<file path="src/rtl/div_unit_pkg.sv">
// Shared constants for the E-stage radix-2 restoring divider.
// State encodings and the divide-by-zero quotient value.
package div_unit_pkg;

  localparam logic [1:0] DIV_IDLE = 2'b00;
  localparam logic [1:0] DIV_BUSY = 2'b01;
  localparam logic [1:0] DIV_DONE = 2'b10;

  localparam logic [31:0] DIV_ZERO_QUOT = 32'hFFFF_FFFF;

endpackage

</file>
<file path="src/rtl/div_unit.sv">
// Multi-cycle DIV/DIVU unit: one restoring step per cycle, {HI=rem, LO=quo}.
// Optional DIV_ZERO_FAST_EN: divide-by-zero skips the iterations.
module div_unit
  import div_unit_pkg::*;
#(
  parameter int WIDTH = 32
) (
  input  logic               clk,
  input  logic               rst,
  input  logic               start_i,
  input  logic               signed_i,
  input  logic [WIDTH-1:0]   a_i,
  input  logic [WIDTH-1:0]   b_i,
  input  logic               annul_i,
  output logic               stall_o,
  output logic               ready_o,
  output logic [2*WIDTH-1:0] result_o
);

  localparam int CW = $clog2(WIDTH);

  logic [1:0]         r_state;
  logic [CW-1:0]      r_count;
  logic [WIDTH-1:0]   r_rem;
  logic [WIDTH-1:0]   r_quo;
  logic [WIDTH-1:0]   r_b;
  logic               r_qneg;
  logic               r_rneg;
  logic               r_zero;
  logic [2*WIDTH-1:0] r_result;

  logic               w_a_neg;
  logic               w_b_neg;
  logic [WIDTH-1:0]   w_a_mag;
  logic [WIDTH-1:0]   w_b_mag;
  logic               w_b_zero;
  logic [WIDTH:0]     w_shift;
  logic [WIDTH:0]     w_diff;
  logic               w_ge;
  logic [WIDTH-1:0]   w_rem_nx;
  logic [WIDTH-1:0]   w_quo_nx;
  logic               w_last;
  logic [WIDTH-1:0]   w_q_fin;
  logic [WIDTH-1:0]   w_r_fin;

  function automatic logic [WIDTH-1:0] div_sign_fix(
    input logic [WIDTH-1:0] v,
    input logic             neg
  );
    return neg ? -v : v;
  endfunction

  assign w_a_neg  = signed_i & a_i[WIDTH-1];
  assign w_b_neg  = signed_i & b_i[WIDTH-1];
  assign w_a_mag  = div_sign_fix(a_i, w_a_neg);
  assign w_b_mag  = div_sign_fix(b_i, w_b_neg);
  assign w_b_zero = (b_i == '0);

  assign w_shift  = {r_rem, r_quo[WIDTH-1]};
  assign w_diff   = w_shift - {1'b0, r_b};
  assign w_ge     = ~w_diff[WIDTH];
  assign w_rem_nx = w_ge ? w_diff[WIDTH-1:0]
                         : w_shift[WIDTH-1:0];
  assign w_quo_nx = {r_quo[WIDTH-2:0], w_ge};
  assign w_last   = (r_count == CW'(WIDTH - 1));

  // With b==0 the remainder accumulates |a|; its sign fix restores raw a.
  assign w_q_fin = r_zero ? WIDTH'(DIV_ZERO_QUOT)
                          : div_sign_fix(w_quo_nx, r_qneg);
  assign w_r_fin = div_sign_fix(w_rem_nx, r_rneg);

  assign stall_o = ~annul_i &
                   (((r_state == DIV_IDLE) & start_i) |
                    (r_state == DIV_BUSY));
  assign ready_o  = (r_state == DIV_DONE);
  assign result_o = r_result;

  always_ff @(posedge clk or posedge rst) begin
    if (rst) begin
      r_state  <= DIV_IDLE;
      r_count  <= '0;
      r_rem    <= '0;
      r_quo    <= '0;
      r_b      <= '0;
      r_qneg   <= 1'b0;
      r_rneg   <= 1'b0;
      r_zero   <= 1'b0;
      r_result <= '0;
    end else if (annul_i) begin
      r_state <= DIV_IDLE;
    end else begin
      case (r_state)
        DIV_IDLE: begin
          if (start_i) begin
            r_count <= '0;
            r_rem   <= '0;
            r_quo   <= w_a_mag;
            r_b     <= w_b_mag;
            r_qneg  <= w_a_neg ^ w_b_neg;
            r_rneg  <= w_a_neg;
            r_zero  <= w_b_zero;
`ifdef DIV_ZERO_FAST_EN
            if (w_b_zero) begin
              r_result <= {a_i, WIDTH'(DIV_ZERO_QUOT)};
              r_state  <= DIV_DONE;
            end else begin
              r_state  <= DIV_BUSY;
            end
`else
            r_state <= DIV_BUSY;
`endif
          end
        end
        DIV_BUSY: begin
          r_rem   <= w_rem_nx;
          r_quo   <= w_quo_nx;
          r_count <= r_count + CW'(1);
          if (w_last) begin
            r_result <= {w_r_fin, w_q_fin};
            r_state  <= DIV_DONE;
          end
        end
        // start_i may still be high here; it belongs to the finished op.
        DIV_DONE: r_state <= DIV_IDLE;
        default:  r_state <= DIV_IDLE;
      endcase
    end
  end

endmodule
</file>
<file path="config.mk">
export PLATFORM = sky130hd
export DESIGN_NAME = div_unit
export DESIGN_NICKNAME = d
export VERILOG_FILES = /design/src/rtl/div_unit_pkg.sv /design/src/rtl/div_unit.sv
export SDC_FILE = /design/constraint.sdc
export NUM_CORES = 1
export LEC_CHECK = 0
export BUFFER_PORTS_ARGS = -buffer_cell sky130_fd_sc_hd__buf_2
export CORE_UTILIZATION = 26
export DETAILED_ROUTE_END_ITERATION = 8
export GPL_TIMING_DRIVEN = 0
export PLACE_DENSITY = 0.47
export SLEW_MARGIN = 25
export SYNTH_ARGS = -nofsm -noshare
export SYNTH_HDL_FRONTEND = slang
export SYNTH_SLANG_ARGS = --single-unit
</file>
<file path="constraint.sdc">
create_clock -name clk -period 9.3 [get_ports clk]
set_input_delay 0.93 -clock clk [delete_from_list [all_inputs] [get_ports clk]]
set_output_delay 0.93 -clock clk [all_outputs]
set_load 0.05 [all_outputs]
</file>
* Word-level counts from Yosys, hierarchy flattened
Index checks and enable logic that the tools add are counted.
** Storage, ports and cells
- Word-level logic and storage cells :: 52
- Register bits after elaboration :: 170
- Output and inout port bits :: 66
** Cells by class
- Bitwise gates (word level) :: 8
- Muxes and demuxes :: 16
- Equal/unequal tests :: 6
- Reduce and logical (&&, ||, !) cells :: 7
- $add $sub $neg :: 6
** Operator list (number)
- $mux W32 :: 8
- $neg A32 Y32 :: 4
- $pmux W32 S2 :: 2
- $sub A33 B32 Y33 :: 1
- $logic_not A32 Y1 :: 1
- $pmux W5 S2 :: 1
- $reduce_and A3 Y1 :: 3
- $mux W2 :: 3
- $ne A3 B3 Y1 const B :: 2
- $add A5 B1 Y5 const B :: 1
- $eq A5 B5 Y1 const B :: 1
- $mux W5 :: 1
- $and A1 B1 Y1 :: 4
- $pmux W2 S2 :: 1
- $eq A2 B1 Y1 const B :: 1
- $eq A2 B2 Y1 const B :: 1
- $logic_not A2 Y1 :: 1
- $ne A2 B2 Y1 const B :: 1
- $not A1 Y1 :: 2
- $reduce_and A2 Y1 :: 1
- $reduce_bool A2 Y1 :: 1
- $or A1 B1 Y1 :: 1
- $xor A1 B1 Y1 :: 1

* Depth between registers and ports, before layout
Gate-level depths: netlist of the first run.
- Word-level depth :: 5
- Depth in mapped cells :: 23
- Mapped depth without buffers :: 20

* Worst setup path after synthesis of the first run
Ideal clock, no wire load.
- Path kind :: flip-flop to flip-flop
- Start point :: reg r_quo[31]
- End point :: reg r_result[62], in the netlist result_o[62]
- Arrival :: 4899 ps
- Library setup time :: 92 ps
- Slack :: 4309 ps
- Stages on the path, launching flop included :: 24
- Cell sequence :: dfrtp_1 -> inv_1 -> ha_1 -> inv_1 -> fa_1 -> a211oi_2 -> o31ai_4 -> nand4_4 -> a21oi_4 -> nor4_4 -> nor3_4 -> inv_2 -> buf_2 -> buf_2 -> buf_1 -> nor2_1 -> a21oi_1 -> ha_1 -> inv_1 -> or4_1 -> a32o_1 -> a21o_1 -> o21a_1 -> o31ai_2
** On the way
- Longest elaborated chain between the ends :: 4
** RTL lines
- start, declared :: line div_unit.sv:25 : logic [WIDTH-1:0] r_quo;
- start signal, assigned :: line div_unit.sv:97 : r_quo <= w_a_mag;
- start signal, assigned :: line div_unit.sv:116 : r_quo <= w_quo_nx;
- $sub A33 B32 Y33 :: line div_unit.sv:60 : assign w_diff = w_shift - {1'b0, r_b};
- $mux W32 * :: line div_unit.sv:62 : assign w_rem_nx = w_ge ? w_diff[WIDTH-1:0]
- $neg A32 Y32 :: line div_unit.sv:50 : return neg ? -v : v;
- $mux W32 * :: line div_unit.sv:50
- end signal, assigned :: line div_unit.sv:119 : r_result <= {w_r_fin, w_q_fin};
- end, declared :: line div_unit.sv:30 : logic [2*WIDTH-1:0] r_result;
Mark *: on every way between the ends. The rest lies on a longest branch, timed or not.
A chain may end at the register's enable or synchronous reset.

* Worst setup path in the final report of the first run
Same ends and word-level chain as after synthesis.

==> metrics.json, run 1 <==
{
  "layout_worst_path_cycle_share": {"value": 73.73, "unit": "%"},
  "synth.mux.area_fraction": {"value": 2.938, "unit": "%"},
  "maxSlewViolCount": {"value": 0},
  "vdd.ir_drop.worst": {"value": 0.1755, "unit": "mV"},
  "ys_async_rst_share": {"value": 100.0, "unit": "%"},
  "mostFrequentLayoutCells": {"value": "193 x sky130_fd_sc_hd__nand2_1, 189 x sky130_fd_sc_hd__o21ai_0, 170 x sky130_fd_sc_hd__dfrtp_1, 148 x sky130_fd_sc_hd__buf_2, 109 x sky130_fd_sc_hd__nor2_1"},
  "flow.area_growth_from_synthesis": {"value": 17.64, "unit": "%"},
  "endpoint_kind": {"value": "register"},
  "cts_tree": {"value": "done"},
  "syn_nets": {"value": 1519},
  "drtIter0Drc": {"value": 787},
  "design.die.area": {"value": 46220, "unit": "um^2"},
  "grt.total_usage": {"value": 18.27, "unit": "%"},
  "clock_tree.htree_level_count": {"value": 4},
  "synth_cell_types": {"value": 81},
  "critical_path_peak_fanout": {"value": 10},
  "filler_cells": {"value": 4865},
  "detailroute.via_count": {"value": 11038},
  "ys.warnings.count": {"value": 0},
  "syn-instance-count": {"value": 1411},
  "portBuffers": {"value": 134},
  "timing.clock.skew": {"value": 0.01838, "unit": "ns"},
  "critPathMostFrequentCell": {"value": "sky130_fd_sc_hd__inv_1"},
  "clock_sinks": {"value": 170},
  "crit_path_top_delay_cell": {"value": "sky130_fd_sc_hd__nor4_4"},
  "post_synth_and_or_nand_nor_area_fraction": {"value": 18.16, "unit": "%"},
  "fp.dieH": {"value": 215.0, "unit": "um"},
  "clock_path_buffers": {"value": 2},
  "wl_per_cell": {"value": 19.29, "unit": "um"},
  "final_sum_of_negative_setup_slack": {"value": 0, "unit": "ns"},
  "start_util": {"value": 26.50, "unit": "%"},
  "core_region_area": {"value": 44510, "unit": "um^2"},
  "global_route_wire_length_before_repair": {"value": 64800, "unit": "um"},
  "synth_sequential_area_ratio": {"value": 36.07, "unit": "%"},
  "setup_violations": {"value": 0},
  "post_synth_fa_ha_maj_area_fraction": {"value": 4.201, "unit": "%"},
  "cts.repair_timing.setup_buffer_count": {"value": 0},
  "status": {"value": "complete, no violations"},
  "critical_path_required_time": {"value": 9.62, "unit": "ns"},
  "worst-endpoint-arrival": {"value": 7.18, "unit": "ns"},
  "max_cap_viol_count": {"value": 0},
  "remaining_design_rule_violation_count": {"value": 0},
  "worst_path_largest_cell_delay": {"value": 0.60, "unit": "ns"},
  "crit_path_start_kind": {"value": "register"},
  "worst_pin_slew": {"value": 0.8431, "unit": "ns"},
  "most_common_cell_after_layout_fill_and_taps_aside": {"value": "sky130_fd_sc_hd__nand2_1"},
  "die-width": {"value": 215.0, "unit": "um"},
  "compound_gate_fraction_of_synth_area": {"value": 23.62, "unit": "%"},
  "cellPowerDensity": {"value": 276.6, "unit": "nW/um^2"},
  "root_buffer": {"value": "sky130_fd_sc_hd__clkbuf_16"},
  "parity_gate_share_of_the_synthesized_area_counting_xor_and_xnor_cells": {"value": 10.76, "unit": "%"},
  "grt_start_max_net_pins": {"value": 91},
  "period_minus_slack": {"value": 6.856, "unit": "ns"},
  "rsz_0062_raised_after_global_routing": {"value": "no"},
  "vias_per_cell": {"value": 5.080},
  "antenna_left": {"value": 0},
  "cts_inserted_buffers": {"value": 17},
  "gp_congestion": {"value": 0.8879},
  "timing.max_slew.rel_slack": {"value": 43.20, "unit": "%"},
  "grt.overflow.total": {"value": 0},
  "yosys_register_bits": {"value": 170},
  "cts.repair.resized": {"value": 0},
  "dr.pass1.iters": {"value": 6},
  "synth_top_flop_cell": {"value": "sky130_fd_sc_hd__dfrtp_1"},
  "finalHoldViolCount": {"value": 0},
  "worstPathBufferInverterCount": {"value": 7},
  "detail_route.wirelength": {"value": 41920, "unit": "um"},
  "post_synth_instance_area": {"value": 11800, "unit": "um^2"},
  "grt_pass1_vias": {"value": 10689},
  "synth_top_family_by_area": {"value": "compound AO/OA/AOI/OAI gates"},
  "dp.final_hpwl": {"value": 33360, "unit": "um"},
  "clock.fmax": {"value": 145.8, "unit": "MHz"},
  "rows": {"value": 77},
  "clock_latency": {"value": 0.46, "unit": "ns"},
  "syn_area_per_cell": {"value": 8.359, "unit": "um^2"},
  "synth_edf_count": {"value": 0},
  "gate_family_responsible_for_the_most_delay_along_the_worst_path": {"value": "simple AND/OR/NAND/NOR gates"},
  "antenna_found_initial": {"value": 1},
  "clk_pin_slew_worst_paths": {"value": 0.07, "unit": "ns"},
  "hold_path_class": {"value": "reg -> reg"},
  "worstPathCellList": {"value": "inv_1, ha_1, inv_1, fa_1, a211oi_2, o31ai_4, nand4_4, a21oi_4, nor4_4, nor3_4, inv_2, buf_2, buf_2, buf_1, nor2_1, a21oi_1, ha_1, inv_1, or4_1, a32o_1, a21o_1, nor3_1, o31ai_2"},
  "hold_slack": {"value": 0.4641, "unit": "ns"},
  "layout-drive-gt1-share": {"value": 14.25, "unit": "%"},
  "fin_nets": {"value": 1674},
  "power.leakage": {"value": 0.006087, "unit": "uW"},
  "cts_hold_repair.buffers": {"value": 0},
  "critical_path_class": {"value": "reg -> reg"},
  "num_io_pins": {"value": 135}
}
## metrics by stage
| stage | utilization (%) | setup WS [ns] | instance area [um^2] | total power, uW | std cells |
|---|---|---|---|---|---|
| global placement | 29.67 | 1.303 | 13210 | 3057 | 2137 |
| CTS | 31.14 | 2.623 | 13860 | 3831 | 2171 |
| finish | 31.17 | 2.444 | 13880 | 3838 | 2173 |
| detailed placement | 29.82 | 2.657 | 13270 | 3077 | 2139 |
| global route | 31.17 | 2.171 | 13870 | 4085 | 2172 |
| floorplan | - | 3.767 | 11800 | 2443 | 1411 |
## per-layer routing
metal / track usage, % / wire (um) / vias to the layer above
met5: 0 / 0 / -
met4: 4.941 / 659 / 0
met3: 2.958 / 1701 / 38
met2: 27.99 / 18600 / 270
met1: 26.38 / 20950 / 5374
li1: - / - / 5356
## worst paths after layout
check	startpoint	endpoint	slack, ns	cells past startpoint
worst min-delay path	result_o[2]	result_o[2]	0.46	2
min in group asynchronous	rst	result_o[27]	0.60	3
max in group asynchronous	rst	r_b[7]	7.89	4
worst min register to register	result_o[2]	result_o[2]	0.46	2
worst max register to register	r_quo[31]	result_o[62]	2.44	23
worst max-delay path	r_quo[31]	result_o[62]	2.44	23
## power by group
group / total (uW) / leakage (uW) / switching, uW / internal (uW)
clock: 744 / 0.000281 / 337 / 408
combinational: 2100 / 0.00354 / 1350 / 755
sequential: 991 / 0.00227 / 145 / 847
total: 3840 / 0.00609 / 1830 / 2010
## flip-flops by register name, indices dropped and copies added, names as in the netlist, 2 cells and up
| signal | cells |
|---|---|
| r_quo | 32 |
| result_o | 64 |
| r_state | 2 |
| r_rem | 32 |
| r_b | 32 |
| r_count | 5 |
## final cells by class
class | count | area, um^2 | share of cell area (%)
multi-input cells | 1113 | 7056 | 50.85
flip-flops and latches | 170 | 4254 | 30.66
well taps | 592 | 740.7 | 5.338
repair buffers | 136 | 725.7 | 5.230
clock buffers | 21 | 450.4 | 3.246
plain buffers | 74 | 299.0 | 2.155
inverters | 54 | 210.2 | 1.515
clock inverters | 11 | 135.1 | 0.9739
diodes | 2 | 5.005 | 0.03607
## worst register-to-register path, delay by kind of cell, from the launching register on
kind	cells	cell delay (ns)
simple gates	6	2.04
fa+ha+maj	3	1.00
compound gates	7	1.60
flops	1	0.46
buf+inv	7	1.63
## cells by family (layout without fill, tap and decap cells)
family	after synthesis	count (layout)
AND/OR/NAND/NOR	453	453
other	0	2
buffers and inverters	128	296
AO/OA/AOI/OAI	443	443
adder cells (fa/ha/maj)	39	39
flip-flops	170	170
XOR/XNOR	144	144
multiplexers	34	34
## cell usage after synthesis, drive strengths merged, types with 30 or more instances
cell type,count,area share [%]
o21ai,196,8.3
nand2,193,6.1
dfrtp,170,36
nor2,109,3.5
a21oi,89,3.9
xnor2,77,5.8
xor2,67,5.0
clkbuf,55,1.8
inv,54,1.7
ha,38,4.0
nor3,36,1.7
a22oi,31,2.0
o31ai,30,2.1
(Power assumes the default switching activity.)
==> run 2: changes to the inputs <==
--- a/config.mk
+++ b/config.mk
@@ -9,7 +9,7 @@
 export CORE_UTILIZATION = 26
 export DETAILED_ROUTE_END_ITERATION = 8
 export GPL_TIMING_DRIVEN = 0
-export PLACE_DENSITY = 0.47
+export PLACE_DENSITY = 0.48
 export SLEW_MARGIN = 25
 export SYNTH_ARGS = -nofsm -noshare
 export SYNTH_HDL_FRONTEND = slang
==> constraint.sdc (replaced) <==
create_clock -name clk -period 6.2 [get_ports clk]
set_input_delay 0.62 -clock clk [delete_from_list [all_inputs] [get_ports clk]]
set_output_delay 0.62 -clock clk [all_outputs]
set_load 0.05 [all_outputs]
==> metrics.json, run 2 (synthesis gave the netlist of run 1 again) <==
{
  "clock_path_buffers": {"value": 2, "change": "unchanged"},
  "multi_input_area": {"value": 7062, "unit": "um^2", "change": "about the same"},
  "root_buffer": {"value": "sky130_fd_sc_hd__clkbuf_16"},
  "critical_path_class": {"value": "reg -> reg"},
  "maxSlewViolCount": {"value": 0, "change": "unchanged"},
  "status": {"value": "complete, no violations"},
  "worst_slack": {"value": 0.5321, "unit": "ns", "change": "-1.911 ns"},
  "setup_violations": {"value": 0, "change": "unchanged"},
  "cellPowerDensity": {"value": 413.9, "unit": "nW/um^2", "change": "+50%"},
  "final-seq-area": {"value": 4254, "unit": "um^2", "change": "unchanged"},
  "detail_route.wirelength": {"value": 41330, "unit": "um", "change": "-1.4%"},
  "filler_cells": {"value": 4828, "change": "-0.76%"},
  "portBuffers": {"value": 134, "change": "unchanged"},
  "period_minus_slack": {"value": 5.668, "unit": "ns", "change": "-1.189 ns"},
  "hold_path_class": {"value": "in -> async"},
  "endpoint_kind": {"value": "register"},
  "cts_hold_repair.buffers": {"value": 0, "change": "unchanged"},
  "fin_nets": {"value": 1675, "change": "+0.060%"},
  "layout-drive-gt1-share": {"value": 14.68, "unit": "%", "change": "+0.43 points"},
  "global_route_wire_length_before_repair": {"value": 64230, "unit": "um", "change": "-0.88%"},
  "antenna_found_initial": {"value": 1, "change": "unchanged"},
  "grt_pass1_vias": {"value": 10660, "change": "-0.27%"},
  "design.die.area": {"value": 46220, "unit": "um^2", "change": "unchanged"},
  "power.leakage": {"value": 0.006101, "unit": "uW", "change": "+0.24%"},
  "timing.max_slew.rel_slack": {"value": 28.35, "unit": "%", "change": "-15 points"},
  "grt.total_usage": {"value": 17.91, "unit": "%", "change": "-0.36 points"},
  "remaining_design_rule_violation_count": {"value": 0, "change": "unchanged"},
  "dp.final_hpwl": {"value": 33260, "unit": "um", "change": "-0.31%"},
  "crit_path_start_kind": {"value": "register"},
  "rows": {"value": 77, "change": "unchanged"},
  "detailroute.via_count": {"value": 11066, "change": "+0.25%"},
  "clock_latency": {"value": 0.45, "unit": "ns", "change": "about the same"},
  "vdd.ir_drop.worst": {"value": 0.2438, "unit": "mV", "change": "+39%"},
  "vias_per_cell": {"value": 5.095, "change": "+0.30%"},
  "mostFrequentLayoutCells": {"value": "193 x sky130_fd_sc_hd__nand2_1, 189 x sky130_fd_sc_hd__o21ai_0, 170 x sky130_fd_sc_hd__dfrtp_1, 147 x sky130_fd_sc_hd__buf_2, 109 x sky130_fd_sc_hd__nor2_1"},
  "clock_sinks": {"value": 170, "change": "unchanged"},
  "gp_congestion": {"value": 0.8878, "change": "about the same"},
  "timing.clock.skew": {"value": 0.01812, "unit": "ns", "change": "-0.0002629 ns"},
  "wl_per_cell": {"value": 19.03, "unit": "um", "change": "-1.4%"},
  "clock.fmax": {"value": 176.4, "unit": "MHz", "change": "+21%"},
  "flow.area_growth_from_synthesis": {"value": 17.93, "unit": "%"},
  "drtIter0Drc": {"value": 790, "change": "+0.38%"},
  "clk_pin_slew_worst_paths": {"value": 0.08, "unit": "ns", "change": "about the same"},
  "grt_start_max_net_pins": {"value": 70, "change": "-23%"},
  "core_region_area": {"value": 44510, "unit": "um^2", "change": "unchanged"},
  "dr.pass1.iters": {"value": 5, "change": "-1"},
  "critical_path_required_time": {"value": 6.52, "unit": "ns", "change": "-3.10 ns"},
  "worst-endpoint-arrival": {"value": 5.99, "unit": "ns", "change": "-1.19 ns"},
  "cts_tree": {"value": "done"},
  "num_io_pins": {"value": 135, "change": "unchanged"},
  "finalHoldViolCount": {"value": 0, "change": "unchanged"},
  "cts_inserted_buffers": {"value": 17, "change": "unchanged"},
  "start_util": {"value": 26.50, "unit": "%", "change": "unchanged"},
  "worst_pin_slew": {"value": 1.067, "unit": "ns", "change": "+0.2235 ns"},
  "rsz_0062_raised_after_global_routing": {"value": "no"},
  "grt.overflow.total": {"value": 0, "change": "unchanged"},
  "die-width": {"value": 215.0, "unit": "um", "change": "unchanged"},
  "largest_reg_flops": {"value": 64, "change": "unchanged"},
  "max_cap_viol_count": {"value": 0, "change": "unchanged"},
  "fp.dieH": {"value": 215.0, "unit": "um", "change": "unchanged"},
  "critical_path_peak_fanout": {"value": 19, "change": "+9"},
  "pre_cts_ws": {"value": -0.4082, "unit": "ns", "change": "-3.065 ns"},
  "hold_slack": {"value": 0.1702, "unit": "ns", "change": "-0.2938 ns"},
  "most_common_cell_after_layout_fill_and_taps_aside": {"value": "sky130_fd_sc_hd__nand2_1"},
  "clock_tree.htree_level_count": {"value": 4, "change": "unchanged"},
  "layout_worst_path_cycle_share": {"value": 91.42, "unit": "%", "change": "+18 points"},
  "antenna_left": {"value": 0, "change": "unchanged"},
  "antenna_diode_count": {"value": 0, "change": "-2"}
}
run 2: cell types whose count changed in the layout (fill, tap and decap cells not counted), sizes merged:
cell / delta
clkbuf: -4
clkinv: +4
bufinv: -2
diode: -2
inv: +2
buf: +1
run 2: final cells by class:
class                           count  area share (%)
Inverter                           54           1.511
Buffer                             73           2.141
Clock inverter                     15           1.286
Multi-Input combinational cell   1113           50.77
Tap cell                          592           5.325
Timing Repair Buffer              138           5.325
Clock buffer                       17           3.058
Sequential cell                   170           30.58
run 2: per-stage QoR:
step	total power (uW)	TNS, ns	cells	utilization, %	instance area, um^2
6_report	5758	0	2172	31.25	13910
5_1_grt	6158	0	2172	31.25	13910
4_1_cts	5748	0	2172	31.21	13890
3_5_place_dp	4610	-0.8125	2139	29.82	13270
3_3_place_gp	4574	-244.48	2137	29.67	13210
2_1_floorplan	3665	0	1411	-	11800
run 2: worst paths after layout:
path,startpoint,to,slack [ns],depth (start not counted)
max,r_quo[31],result_o[54],0.53,21
min,rst,result_o[30],0.17,2
max reg2reg,r_quo[31],result_o[54],0.53,21
min reg2reg,result_o[29],result_o[29],0.47,2
max in group asynchronous,rst,r_b[17],5.32,3
min in group clk,b_i[31],r_zero,0.44,2
run 2: power breakdown:
part	switching (uW)	leakage (uW)	internal, uW
Clock	556	0.000285	544
Combinational	2020	0.00355	1150
Sequential	216	0.00227	1270
Total	2790	0.00610	2970
run 2: repair_timing:
item / CTS / global route
endpoints found under the setup margin: 3 / 2
pin swaps: 1 / 1
setup buffers: 1 / 1
resized for setup: 2 / 3
run 2: critical path, cell delays in order (launching register included):
cell and delay [ns]:
sky130_fd_sc_hd__dfrtp_1 0.49, sky130_fd_sc_hd__inv_1 0.07, sky130_fd_sc_hd__ha_1 0.20, sky130_fd_sc_hd__inv_1 0.07
sky130_fd_sc_hd__fa_1 0.22, sky130_fd_sc_hd__a211oi_2 0.11, sky130_fd_sc_hd__o31ai_4 0.38, sky130_fd_sc_hd__nand4_4 0.20
sky130_fd_sc_hd__a21oi_4 0.27, sky130_fd_sc_hd__o21ba_2 0.33, sky130_fd_sc_hd__nor3_4 0.11, sky130_fd_sc_hd__inv_2 0.18
sky130_fd_sc_hd__buf_2 0.28, sky130_fd_sc_hd__buf_4 0.31, sky130_fd_sc_hd__mux2i_1 0.32, sky130_fd_sc_hd__ha_2 0.32
sky130_fd_sc_hd__inv_1 0.11, sky130_fd_sc_hd__or4_1 0.56, sky130_fd_sc_hd__a32o_1 0.33, sky130_fd_sc_hd__a21o_1 0.21
sky130_fd_sc_hd__xnor2_1 0.32, sky130_fd_sc_hd__o21ai_0 0.12
run 2: routing by layer:
| layer | wire (um) | GRT usage (%) | up-vias |
|---|---|---|---|
| li1 | - | - | 5352 |
| met1 | 20150 | 25.65 | 5389 |
| met2 | 18510 | 27.55 | 290 |
| met3 | 1981 | 3.355 | 33 |
| met4 | 685 | 4.374 | 2 |
| met5 | 10 | 0 | - |
